$ cat config.mk
export PLATFORM = sky130hd
export DESIGN_NAME = matrix_transpose_stream
export DESIGN_NICKNAME = d
export VERILOG_FILES = /design/src/rtl/matrix_transpose_stream.sv
export SDC_FILE = /design/constraint.sdc
export NUM_CORES = 1
export LEC_CHECK = 0
export CAP_MARGIN = 30
export CORE_MARGIN = 2
export CORE_UTILIZATION = 35
export DETAILED_ROUTE_END_ITERATION = 6
export GPL_TIMING_DRIVEN = 0
export PLACE_DENSITY_LB_ADDON = 0.2
export SLEW_MARGIN = 10
export SYNTH_ARGS = -nofsm -noshare
export SYNTH_HDL_FRONTEND = slang
export SYNTH_SLANG_ARGS = --single-unit
$ cat constraint.sdc
create_clock -name clk -period 2.7 [get_ports clk]
set_input_delay 0.405 -clock clk [delete_from_list [all_inputs] [get_ports clk]]
set_output_delay 0.405 -clock clk [all_outputs]
set_load 0.02 [all_outputs]
$ cat src/rtl/matrix_transpose_stream.sv
// matrix_transpose_stream
// Buffers one M_ROWS x N_COLS matrix arriving row-major on a valid/ready
// stream, then replays it either transposed (row-major of A^T) or unchanged.
// Ports:
//   clk, rst_n        clock, asynchronous active-low reset
//   mode              0 = transpose, 1 = passthrough (taken on first beat)
//   flush             synchronous abort of the matrix in progress
//   in_valid/in_ready/in_data/in_last    input element stream
//   out_valid/out_ready/out_data/out_last output element stream
//   busy              matrix partially filled or draining
//   done              one-cycle pulse after the last output handshake
//   err               sticky framing error (in_last misplaced)
module matrix_transpose_stream #(
    parameter int unsigned DATA_WIDTH = 8,
    parameter int unsigned M_ROWS     = 2,
    parameter int unsigned N_COLS     = 3
) (
    input  logic                  clk,
    input  logic                  rst_n,
    input  logic                  mode,
    input  logic                  flush,
    input  logic                  in_valid,
    output logic                  in_ready,
    input  logic [DATA_WIDTH-1:0] in_data,
    input  logic                  in_last,
    output logic                  out_valid,
    input  logic                  out_ready,
    output logic [DATA_WIDTH-1:0] out_data,
    output logic                  out_last,
    output logic                  busy,
    output logic                  done,
    output logic                  err
);

    localparam int unsigned TOTAL = M_ROWS * N_COLS;
    localparam int unsigned RW    = (M_ROWS > 1) ? $clog2(M_ROWS) : 1;
    localparam int unsigned CW    = (N_COLS > 1) ? $clog2(N_COLS) : 1;
    localparam int unsigned TW    = (TOTAL > 1)  ? $clog2(TOTAL)  : 1;

    typedef enum logic {
        FILL  = 1'b0,
        DRAIN = 1'b1
    } state_t;

    state_t state_q, state_d;

    // Write position in A (row, column), advancing column first
    logic [RW-1:0] in_r_q, in_r_d;
    logic [CW-1:0] in_c_q, in_c_d;
    // Read position in A^T: out_r walks columns of A, out_c walks rows of A
    logic [CW-1:0] out_r_q, out_r_d;
    logic [RW-1:0] out_c_q, out_c_d;
    logic [TW-1:0] out_cnt_q, out_cnt_d;
    logic          mode_q, mode_d;

    logic                  in_ready_d, out_valid_d, out_last_d;
    logic                  busy_d, done_d, err_d;
    logic [DATA_WIDTH-1:0] out_data_d;

    logic [DATA_WIDTH-1:0] mem [TOTAL];

    logic          in_hs, out_hs, in_final, out_final, wr_en;
    logic [TW-1:0] wr_addr, rd_addr;

    assign in_hs     = in_ready & in_valid;
    assign out_hs    = out_valid & out_ready;
    assign in_final  = (in_r_q == RW'(M_ROWS - 1)) && (in_c_q == CW'(N_COLS - 1));
    assign out_final = (out_cnt_q == TW'(TOTAL - 1));
    assign wr_addr   = TW'(32'(in_r_q) * N_COLS + 32'(in_c_q));
    assign wr_en     = in_hs & ~flush;

    // Element buffer; a flushed beat is never written
    always_ff @(posedge clk or negedge rst_n) begin
        if (!rst_n) begin
            for (int i = 0; i < int'(TOTAL); i++) begin
                mem[i] <= '0;
            end
        end else if (wr_en) begin
            mem[wr_addr] <= in_data;
        end
    end

    // State register and all registered outputs
    always_ff @(posedge clk or negedge rst_n) begin
        if (!rst_n) begin
            state_q   <= FILL;
            in_r_q    <= '0;
            in_c_q    <= '0;
            out_r_q   <= '0;
            out_c_q   <= '0;
            out_cnt_q <= '0;
            mode_q    <= 1'b0;
            in_ready  <= 1'b0;
            out_valid <= 1'b0;
            out_data  <= '0;
            out_last  <= 1'b0;
            busy      <= 1'b0;
            done      <= 1'b0;
            err       <= 1'b0;
        end else begin
            state_q   <= state_d;
            in_r_q    <= in_r_d;
            in_c_q    <= in_c_d;
            out_r_q   <= out_r_d;
            out_c_q   <= out_c_d;
            out_cnt_q <= out_cnt_d;
            mode_q    <= mode_d;
            in_ready  <= in_ready_d;
            out_valid <= out_valid_d;
            out_data  <= out_data_d;
            out_last  <= out_last_d;
            busy      <= busy_d;
            done      <= done_d;
            err       <= err_d;
        end
    end

    // Next-state, counters and next output values
    always_comb begin
        state_d     = state_q;
        in_r_d      = in_r_q;
        in_c_d      = in_c_q;
        out_r_d     = out_r_q;
        out_c_d     = out_c_q;
        out_cnt_d   = out_cnt_q;
        mode_d      = mode_q;
        in_ready_d  = in_ready;
        out_valid_d = out_valid;
        out_data_d  = out_data;
        out_last_d  = out_last;
        busy_d      = busy;
        done_d      = 1'b0;
        err_d       = err;
        rd_addr     = '0;

        if (flush) begin
            // Abort wins over any handshake on the same edge
            state_d     = FILL;
            in_r_d      = '0;
            in_c_d      = '0;
            out_r_d     = '0;
            out_c_d     = '0;
            out_cnt_d   = '0;
            in_ready_d  = 1'b1;
            out_valid_d = 1'b0;
            out_last_d  = 1'b0;
            busy_d      = 1'b0;
        end else begin
            case (state_q)
                FILL: begin
                    in_ready_d = 1'b1;
                    if (in_hs) begin
                        busy_d = 1'b1;
                        if (in_r_q == '0 && in_c_q == '0) begin
                            mode_d = mode;
                        end
                        if (in_last != in_final) begin
                            err_d = 1'b1;
                        end
                        if (in_final) begin
                            state_d     = DRAIN;
                            in_r_d      = '0;
                            in_c_d      = '0;
                            out_r_d     = '0;
                            out_c_d     = '0;
                            out_cnt_d   = '0;
                            in_ready_d  = 1'b0;
                            out_valid_d = 1'b1;
                            out_last_d  = (TOTAL == 1);
                            // Element 0 leads in both modes; for a 1x1 matrix
                            // it is the beat being written right now
                            out_data_d  = (TOTAL == 1) ? in_data : mem[0];
                        end else if (in_c_q == CW'(N_COLS - 1)) begin
                            in_c_d = '0;
                            in_r_d = in_r_q + 1'b1;
                        end else begin
                            in_c_d = in_c_q + 1'b1;
                        end
                    end
                end
                DRAIN: begin
                    if (out_hs) begin
                        if (out_final) begin
                            state_d     = FILL;
                            out_r_d     = '0;
                            out_c_d     = '0;
                            out_cnt_d   = '0;
                            in_ready_d  = 1'b1;
                            out_valid_d = 1'b0;
                            out_last_d  = 1'b0;
                            busy_d      = 1'b0;
                            done_d      = 1'b1;
                        end else begin
                            out_cnt_d = out_cnt_q + 1'b1;
                            if (out_c_q == RW'(M_ROWS - 1)) begin
                                out_c_d = '0;
                                out_r_d = out_r_q + 1'b1;
                            end else begin
                                out_c_d = out_c_q + 1'b1;
                            end
                            rd_addr    = mode_q ? out_cnt_d
                                                : TW'(32'(out_c_d) * N_COLS + 32'(out_r_d));
                            out_data_d = mem[rd_addr];
                            out_last_d = (out_cnt_d == TW'(TOTAL - 1));
                        end
                    end
                end
                default: ;
            endcase
        end
    end

endmodule

==> results.json <==
{
  "status": "complete, no violations",
  "finalNetCount": 330,
  "drt-vias-per-instance": 5.29,
  "antenna_left": 0,
  "ir_drop_mv": 0.372,
  "multi_input_area_mm2": 0.00158,
  "synth_warnings": 0,
  "drt_iter0_markers": 70,
  "layout-drive-gt1-share_pct": 29.5,
  "drt-total-wl_um": 7750,
  "clkTransAtPathRegs_ps": 80,
  "final_cell_mix": "dfrtp_1 (73), mux2_2 (57), clkdlybuf4s50_1 (27)",
  "power.total_mw": 2.66,
  "fin_skew_ps": 9.91,
  "portBuffers": 28,
  "drtPass1Iterations": 4,
  "ioPinCount": 29,
  "dieHeight_um": 103,
  "regArea_mm2": 0.00183,
  "max_freq_mhz": 397,
  "via_count": 2356,
  "hpwlAfterDp_um": 5050,
  "fillers": 923,
  "startpoint_type": "flip-flop",
  "initial_core_util_pct": 35.6,
  "worstPathArrival_ps": 2740,
  "cts_tree": "built",
  "die_area_mm2": 0.0107,
  "dp_cells": 427,
  "synth.distinct_cells": 37,
  "period_share_pct": 93.3,
  "core_area_mm2": 0.00968,
  "cp_data_required_time_ps": 2920,
  "final-setup-viol-count": 0,
  "syn_area_per_cell_um2": 13.1,
  "syn_area_mm2": 0.00345,
  "htree_levels": 3,
  "hold_violations": 0,
  "synth_seq_cells": 73,
  "rsz0062_at_grt": "false",
  "root_buffer": "clkbuf_8",
  "clock_latency_ps": 340,
  "synth_nets": 286,
  "antenna_found_initial": 0,
  "critPathCaptureType": "flip-flop",
  "drc": 0,
  "power_density_mw_per_mm2": 638,
  "cts_num_sinks": 73,
  "rows": 36,
  "max_slew_margin_pct": 43.6,
  "leakage_nw": 1.85,
  "fp.dieW_um": 103,
  "num_antenna_cells": 0,
  "cts_buffers": 9,
  "slew_violations": 0,
  "grt_max_degree": 62,
  "syn2layout_area_growth_pct": 21.1,
  "final_common_cell": "dfrtp_1",
  "grt-ovfl-total": 0,
  "fin_cells": 445,
  "grt_pass1_wl_um": 12800,
  "clockBufferDepth": 2,
  "worstPathMaxFanout": 8,
  "place_congestion": 0.742,
  "hold_path.class": "in -> async",
  "path_class": "reg -> reg",
  "grtUsageTotal_pct": 16.3,
  "place_ws_ps": 92.1,
  "wl_per_cell_um": 17.4,
  "cap_violations": 0,
  "finalWorstSetupSlack_ps": 180,
  "ys_seq_area_share_pct": 53.0,
  "r2r.worst_path.cells": 5,
  "grt_pass1_vias": 2405,
  "layout_min_cycle_time_ps": 2520,
  "synth_cells": 264,
  "worst_pin_slew_ps": 841
}
## stage by stage
step | setup TNS (ps) | hold WS, ps | instance area [µm²] | util [%]
5_1_grt | 0 | 464 | 4170 | 43.1
6_report | 0 | 455 | 4170 | 43.1
3_3_place_gp | -105700 | 439 | 3890 | 40.2
2_1_floorplan | 0 | 109 | 3450 | -
4_1_cts | 0 | 445 | 4140 | 42.8
3_5_place_dp | 0 | 273 | 3920 | 40.5
## registers in the layout, summed over array words and instances, names as in the netlist
signal     cells
mem           48
out_data       8
out_cnt_q      3
in_c_q         2
out_r_q        2
busy           1
done           1
err            1
in_r_q         1
in_ready       1
mode_q         1
out_c_q        1
out_last       1
out_valid      1
state_q        1
## worst max-delay path, stage by stage (launching register included)
cell and delay, ps:
dfrtp_1 450, ha_1 240, fa_1 480, nor3_1 440
nand2_1 420, mux2_2 390
## where the power goes
| group | internal, mW | switching [mW] | total [mW] |
|---|---|---|---|
| Clock | 0.512 | 0.406 | 0.919 |
| Combinational | 0.248 | 0.171 | 0.420 |
| Sequential | 1.24 | 0.0855 | 1.32 |
| Total | 2.00 | 0.663 | 2.66 |
## logic make-up (layout without fill, tap and decap cells)
kind of cell    Yosys count  count (layout)  share of synthesized area, %
simple gates             63              63                          8.97
buf+inv                  12              60                          1.63
mux                      68              68                          24.9
fa+ha+maj                 7               7                          2.76
flops                    73              73                          53.0
xor+xnor                  4               4                          1.02
compound gates           37              37                          7.73
## Yosys cell counts (all sizes together)
master / instances / area share (%)
buf: 2 / 0.54
and4: 1 / 0.25
nor2: 19 / 2.1
mux2: 58 / 19
mux2i: 2 / 0.58
nand4: 2 / 0.36
o21bai: 1 / 0.22
a221oi: 9 / 2.5
o21a: 1 / 0.22
xnor2: 4 / 1.0
or2: 1 / 0.18
nand3: 1 / 0.15
mux4: 8 / 5.2
a22o: 2 / 0.51
a21o: 1 / 0.22
a32o: 1 / 0.29
o21ai: 6 / 0.87
nand2b: 1 / 0.18
a31oi: 1 / 0.18
inv: 5 / 0.54
ha: 6 / 2.2
a21oi: 7 / 1.0
a211oi: 8 / 1.7
nor3: 13 / 1.9
nand2: 13 / 1.4
nor3b: 2 / 0.44
and3: 2 / 0.36
clkbuf: 5 / 0.54
fa: 1 / 0.58
nor2b: 2 / 0.36
dfrtp: 73 / 53
nand3b: 5 / 1.1
or4: 1 / 0.22
## area by class of cell
type | count | share of cell area [%]
tap | 133 | 3.99
timing repair buffer | 34 | 8.16
buffer | 6 | 0.810
multi-input combinational | 179 | 37.8
sequential | 73 | 43.8
inverter | 5 | 0.450
clock buffer | 9 | 2.97
clock inverter | 6 | 2.01
## worst paths after layout
check,slack (ps),end,startpoint
worst max register to register,180,mem[40]$_DFFE_PN0P_,in_r_q$_DFFE_PN0P_
worst min-delay path,460,out_cnt_q[1]$_DFFE_PN0P_,rst_n
min in group clk,460,err$_DFFE_PN0P_,err$_DFFE_PN0P_
max in group asynchronous,1690,mem[13]$_DFFE_PN0P_,rst_n
worst min register to register,460,err$_DFFE_PN0P_,err$_DFFE_PN0P_
worst max-delay path,180,mem[40]$_DFFE_PN0P_,in_r_q$_DFFE_PN0P_
## per-layer routing
| layer | GRT usage, % | up-vias | share of wire (%) |
|---|---|---|---|
| met3 | 3.76 | 6 | 4.4 |
| li1 | - | 1069 | - |
| met1 | 21.6 | 1223 | 46 |
| met4 | 4.25 | 0 | 0.80 |
| met2 | 27.1 | 58 | 49 |
| met5 | 0 | - | 0 |
## repair_timing
action | CTS | global route
endpoints found under the hold margin | 12 | 0
gates resized for setup | 0 | 2
hold buffers | 1 | 0
endpoints found under the setup margin | 0 | 40
buffers inserted | 0 | 2
Power figures use the tool's default switching activity.
